===== src/rtl/tmr_fault_monitor.sv =====
// Fault monitor for the triplicated counter: per-replica health FSMs, saturating
// error counts and an event FIFO. Define TMR_MON_TSTAMP_EN to add per-event cycle timestamps.
//
// state      | meaning
// -----------+-------------------------------------------------------------
// ST_OK      | replica agrees with the vote
// ST_SUSPECT | replica faulty for fewer than PERSIST_CYCLES enabled cycles
// ST_FAILED  | replica faulty PERSIST_CYCLES in a row; sticky until clr/reset
module tmr_fault_monitor #(
    parameter int WIDTH          = 128,
    parameter int FIFO_DEPTH     = 4,
    parameter int PERSIST_CYCLES = 8,
    parameter int CNT_W          = 8
) (
    input  logic                 clk,
    input  logic                 rst_n,
    input  logic                 enable,
    input  logic [2:0]           fault,
    input  logic [WIDTH-1:0]     voted_q,
    input  logic                 clr,
    output logic                 evt_valid,
    input  logic                 evt_ready,
    output logic [2:0]           evt_mask,
    output logic [WIDTH-1:0]     evt_value,
    output logic                 evt_uncorr,
    output logic [2:0]           replica_failed,
    output logic [3*CNT_W-1:0]   err_cnt,
    output logic                 uncorr_sticky,
    output logic                 ovf_sticky
`ifdef TMR_MON_TSTAMP_EN
    ,
    output logic [31:0]          evt_tstamp
`endif
);

    localparam int PTR_W = $clog2(FIFO_DEPTH);
    localparam logic [7:0]       PERSIST_LOAD = 8'(PERSIST_CYCLES - 1);
    localparam logic [CNT_W-1:0] ERR_MAX      = {CNT_W{1'b1}};
    localparam logic [PTR_W:0]   DEPTH_C      = (PTR_W + 1)'(FIFO_DEPTH);

    typedef enum logic [1:0] {
        ST_OK      = 2'd0,
        ST_SUSPECT = 2'd1,
        ST_FAILED  = 2'd2
    } rep_state_t;

    rep_state_t       state_r   [3];
    logic [7:0]       persist_r [3];
    logic [CNT_W-1:0] err_r     [3];

    logic [2:0]       fault_q;
    logic             evt_gen;
    logic             fifo_full;
    logic             push;
    logic             pop;

    logic [2:0]       mask_mem   [FIFO_DEPTH];
    logic [WIDTH-1:0] value_mem  [FIFO_DEPTH];
    logic             uncorr_mem [FIFO_DEPTH];
    logic [PTR_W-1:0] wr_ptr;
    logic [PTR_W-1:0] rd_ptr;
    logic [PTR_W:0]   count_r;

    // persist_r counts down the remaining faulty cycles before the replica fails
    always_ff @(posedge clk or negedge rst_n) begin
        if (!rst_n) begin
            for (int i = 0; i < 3; i++) begin
                state_r[i]   <= ST_OK;
                persist_r[i] <= '0;
                err_r[i]     <= '0;
            end
            replica_failed <= '0;
        end else if (clr) begin
            for (int i = 0; i < 3; i++) begin
                state_r[i]   <= ST_OK;
                persist_r[i] <= '0;
                err_r[i]     <= '0;
            end
            replica_failed <= '0;
        end else if (enable) begin
            for (int i = 0; i < 3; i++) begin
                if (fault[i] && (err_r[i] != ERR_MAX)) begin
                    err_r[i] <= err_r[i] + 1'b1;
                end
                case (state_r[i])
                    ST_OK: begin
                        if (fault[i]) begin
                            state_r[i]   <= ST_SUSPECT;
                            persist_r[i] <= PERSIST_LOAD;
                        end
                    end
                    ST_SUSPECT: begin
                        if (!fault[i]) begin
                            state_r[i]   <= ST_OK;
                            persist_r[i] <= '0;
                        end else if (persist_r[i] == 8'd1) begin
                            state_r[i]        <= ST_FAILED;
                            persist_r[i]      <= '0;
                            replica_failed[i] <= 1'b1;
                        end else begin
                            persist_r[i] <= persist_r[i] - 8'd1;
                        end
                    end
                    ST_FAILED: begin
                        state_r[i] <= ST_FAILED;
                    end
                    default: begin
                        state_r[i]   <= ST_OK;
                        persist_r[i] <= '0;
                    end
                endcase
            end
        end
    end

    for (genvar g = 0; g < 3; g++) begin : g_err
        assign err_cnt[g*CNT_W +: CNT_W] = err_r[g];
    end

    assign evt_gen   = enable && ((fault & ~fault_q) != 3'b000);
    assign fifo_full = (count_r == DEPTH_C);
    assign pop       = (count_r != '0) && evt_ready;
    // a pop on the same edge frees the slot the push needs
    assign push      = evt_gen && (!fifo_full || pop);

    always_ff @(posedge clk or negedge rst_n) begin
        if (!rst_n) begin
            fault_q <= '0;
            wr_ptr  <= '0;
            rd_ptr  <= '0;
            count_r <= '0;
            for (int j = 0; j < FIFO_DEPTH; j++) begin
                mask_mem[j]   <= '0;
                value_mem[j]  <= '0;
                uncorr_mem[j] <= 1'b0;
            end
        end else begin
            if (enable) begin
                fault_q <= fault;
            end
            if (push) begin
                mask_mem[wr_ptr]   <= fault;
                value_mem[wr_ptr]  <= voted_q;
                uncorr_mem[wr_ptr] <= (fault == 3'b111);
                wr_ptr             <= wr_ptr + 1'b1;
            end
            if (pop) begin
                rd_ptr <= rd_ptr + 1'b1;
            end
            case ({push, pop})
                2'b10:   count_r <= count_r + 1'b1;
                2'b01:   count_r <= count_r - 1'b1;
                default: count_r <= count_r;
            endcase
        end
    end

    always_ff @(posedge clk or negedge rst_n) begin
        if (!rst_n) begin
            uncorr_sticky <= 1'b0;
            ovf_sticky    <= 1'b0;
        end else if (clr) begin
            uncorr_sticky <= 1'b0;
            ovf_sticky    <= 1'b0;
        end else begin
            if (enable && (fault == 3'b111)) begin
                uncorr_sticky <= 1'b1;
            end
            if (evt_gen && fifo_full && !pop) begin
                ovf_sticky <= 1'b1;
            end
        end
    end

    assign evt_valid  = (count_r != '0);
    assign evt_mask   = mask_mem[rd_ptr];
    assign evt_value  = value_mem[rd_ptr];
    assign evt_uncorr = uncorr_mem[rd_ptr];

`ifdef TMR_MON_TSTAMP_EN
    logic [31:0] tstamp_r;
    logic [31:0] ts_mem [FIFO_DEPTH];

    always_ff @(posedge clk or negedge rst_n) begin
        if (!rst_n) begin
            tstamp_r <= '0;
            for (int j = 0; j < FIFO_DEPTH; j++) begin
                ts_mem[j] <= '0;
            end
        end else begin
            tstamp_r <= tstamp_r + 32'd1;
            if (push) begin
                ts_mem[wr_ptr] <= tstamp_r;
            end
        end
    end

    assign evt_tstamp = ts_mem[rd_ptr];
`endif

endmodule


===== config.mk =====
export PLATFORM = sky130hd
export DESIGN_NAME = tmr_fault_monitor
export DESIGN_NICKNAME = d
export VERILOG_FILES = /design/src/rtl/tmr_fault_monitor.sv
export SDC_FILE = /design/constraint.sdc
export NUM_CORES = 1
export LEC_CHECK = 0
export CAP_MARGIN = 20
export CORE_UTILIZATION = 40
export CTS_BUF_LIST = sky130_fd_sc_hd__clkbuf_4
export DETAILED_ROUTE_END_ITERATION = 6
export REMOVE_ABC_BUFFERS = 1
export SLEW_MARGIN = 0
export SYNTH_ARGS = -nofsm -noshare
export SYNTH_HDL_FRONTEND = slang
export SYNTH_SLANG_ARGS = --single-unit
export TNS_END_PERCENT = 10

===== constraint.sdc =====
create_clock -name clk -period 5.9 [get_ports clk]
set_input_delay 1.18 -clock clk [delete_from_list [all_inputs] [get_ports clk]]
set_output_delay 1.18 -clock clk [all_outputs]
set_load 0.03 [all_outputs]

==> impl_metrics.py <==
metrics = {
    "worst_setup_path": {
        "crit_type": "flop to primary output",
        "worst_setup_path_end_kind": "primary output",
        "r2r_setup_slack_ns": 3.09,
        "slowest_delay_ns": 0.84,
        "start_kind": "flop",
        "crit_arrival_ns": 3.55,
        "cp_max_fo": 27,
        "critPathRequiredTime_ns": 4.72,
        "worstPathCellList": "buf_4 > mux4_2 > clkdlybuf4s50_1",
        "critPathSlowestCell": "dfrtp_4",
        "rr_endpoint": "value_mem[469]",
        "r2r_cells": 6,
        "timing.rr.start": "count_r[1]",
    },
    "yosys": {
        "yosys_warnings": 0,
        "avgSynthCellArea_sq_um": 15.6,
        "ys_ff_latch": 597,
        "async_reset_ff_share_pct": 100,
        "synth_ff_type": "dfrtp_1",
        "synth_cells": 1681,
        "synth_cell_types": 56,
        "synth_area_sq_um": 26300,
        "ys_seq_area_share_pct": 56.9,
        "synth-edff-count": 0,
    },
    "status": {
        "status": "finished, final reports clean",
    },
    "power_and_ir_drop": {
        "p_int_mw": 12.8,
        "clkPwrFrac_pct": 18.8,
        "max-vdd-ir-drop_uv": 239,
        "power_frac_seq_pct": 35.5,
        "p_comb_share_pct": 45.7,
        "cellPowerDensity_nw_per_um2": 610,
        "p_leak_nw": 13.8,
        "power.switching_mw": 7.00,
        "p_sw_share_pct": 35.3,
        "finalPower_mw": 19.8,
    },
    "routing": {
        "drtIter0Drc": 654,
        "drt-pass1-iter-count": 4,
        "avgRoutedWirePerCell_microns": 20.1,
        "via_count": 16000,
        "vias_per_cell": 5.26,
        "drcViolationCount": 0,
        "routed_wl_microns": 61300,
        "antenna_left": 0,
    },
    "final_layout": {
        "nets": 2223,
        "multi_input_area_sq_um": 10800,
        "final_common_cell": "dfrtp_1",
        "fillCellCount": 5636,
        "final_area_sq_um": 32500,
        "drive_gt1_share_pct": 44.4,
        "regArea_sq_um": 14900,
        "final_cell_mix": "595 x dfrtp_1, 530 x mux2_2, 296 x clkdlybuf4s50_1",
        "areaGrowthSynthToFinish_pct": 23.7,
    },
    "placed_design": {
        "portBuffers": 297,
        "hpwlAfterDp_microns": 37900,
        "pre_cts_slack_ns": 1.81,
        "routabilityCongestion": 0.763,
        "place_area_sq_um": 30400,
    },
    "grt": {
        "overflow": 0,
        "grt_max_degree": 140,
        "grt.total_usage_pct": 18.9,
        "grt_pass1_vias": 17600,
        "grt_pass1_wl_microns": 98200,
        "antenna_found_initial": 4,
    },
    "timing": {
        "fmax_mhz": 211,
        "slew_headroom_pct": 30.4,
        "grt_setup_unrepaired": "false",
        "worst-slew-pin-transition_ns": 1.04,
        "whs_ns": 0.258,
        "setup_slack_ns": 1.17,
        "fin_crit_ns": 4.73,
        "final_hold_viol_count": 0,
        "finalMaxSlewViolations": 0,
        "period_share_pct": 80.2,
        "clock_skew_ns": 0.0596,
        "setup_viol_count_final": 0,
    },
    "clocking": {
        "tritoncts": "yes",
        "post_cts_buffers": 0,
        "cts.sinks": 597,
        "cts-root-buf": "clkbuf_4",
        "clkSlewWorstSetupHoldPaths_ns": 0.06,
        "cts_max_path_buffers": 3,
        "clk_latency_ns": 0.96,
        "cts_made_buffers": 166,
        "cts_resized": 0,
        "htreeDepth": 4,
        "hold_buffers": 0,
    },
    "floorplanning": {
        "core_sq_um": 64700,
        "fp.dieH_microns": 258,
        "dieArea_sq_um": 66700,
        "fp.dieW_microns": 258,
        "io_pins": 298,
        "rows": 93,
        "floorplan.initialDensity_pct": 40.6,
    },
    "run": {
        "drv_cap": 0,
    },
    "min_path": {
        "hp-class": "primary input to async pin",
    },
}
-- worst max-delay path: cells and delay by family, from the launching register on --
family	cells	cell delay, ns
muxes	1	0.61
buffers and inverters	2	1.11
DFF	1	0.84
-- per-layer routing --
| layer | up-vias | share of wire [%] | GRT usage (%) |
|---|---|---|---|
| met2 | 350 | 50 | 31.0 |
| met3 | 86 | 5.2 | 5.67 |
| met5 | - | 0.021 | 0 |
| met1 | 8447 | 43 | 23.9 |
| met4 | 2 | 1.7 | 6.53 |
| li1 | 7156 | - | - |
-- cells in the mapped netlist, drive strengths merged, types with 4 or more instances --
master / instances / share of area, %
dfrtp: 597 / 57
mux2: 530 / 23
mux4: 132 / 11
buf: 71 / 1.2
nand2: 38 / 0.54
nor2: 38 / 0.54
clkbuf: 32 / 0.46
a21oi: 26 / 0.50
inv: 26 / 0.37
o21ai: 23 / 0.44
ha: 14 / 0.67
nand3: 11 / 0.21
xor2: 11 / 0.37
nor4: 9 / 0.21
a31oi: 8 / 0.19
nand2b: 8 / 0.19
or3: 8 / 0.19
xnor2: 8 / 0.27
nor2b: 7 / 0.17
nor3: 6 / 0.11
o311ai: 6 / 0.20
and3: 5 / 0.12
nand4: 5 / 0.12
or4: 5 / 0.14
a211oi: 4 / 0.11
a311oi: 4 / 0.16
mux2i: 4 / 0.15
nor3b: 4 / 0.11
-- logic make-up after synthesis --
group	Yosys count	share of synthesized area, %
flops	597	56.9
simple gates	158	3.11
mux	666	34.2
compound gates	97	2.43
fa+ha+maj	15	0.743
buf+inv	129	2.02
xor+xnor	19	0.633
-- worst max path at each step --
stage	slack (ns)	from	end	cells after the start
after floorplan	-1.21	rd_ptr[0]	evt_mask[0]	1
after global placement	1.83	fault[1]	value_mem[360]	7
after detailed placement	1.81	fault[1]	value_mem[288]	7
after CTS	0.96	rd_ptr[0]	evt_value[72]	3
after global routing	0.88	rd_ptr[0]	evt_value[12]	3
final	1.17	rd_ptr[0]	evt_value[72]	3
-- state kept, by name, indices dropped and copies added, names as in the netlist, 2 cells and up --
register	cells
value_mem	512
err_cnt	24
persist_r	24
mask_mem	12
state_r	6
uncorr_mem	4
count_r	3
fault_q	3
replica_failed	3
rd_ptr	2
wr_ptr	2
-- stage by stage --
| stage | utilization (%) | instances | TNS (ns) |
|---|---|---|---|
| final | 50.2 | 3052 | 0 |
| after global routing | 50.2 | 3052 | 0 |
| after CTS | 50.2 | 3044 | 0 |
| after detailed placement | 46.9 | 2759 | 0 |
| after global placement | 46.9 | 2759 | 0 |
| after floorplan | - | 1578 | -159.31 |
-- layout make-up --
cell class	count	share of cell area (%)
sequential	597	46.0
multi-input combinational	955	33.3
timing repair buffer	326	10.5
clock buffer	253	5.85
tap	855	3.29
clock inverter	32	0.620
inverter	26	0.300
antenna	8	0.0616
-- power by group through the flow --
stage                     clock [mW]  combinational (mW)  sequential [mW]
after global placement             0                9.06             6.97
after CTS                       3.89                9.22             7.03
after floorplan                    0                6.25             6.93
after detailed placement           0                9.21             7.10
final                           3.72                9.06             7.03
after global routing            4.12                9.58             7.26
(Power assumes the default switching activity.)
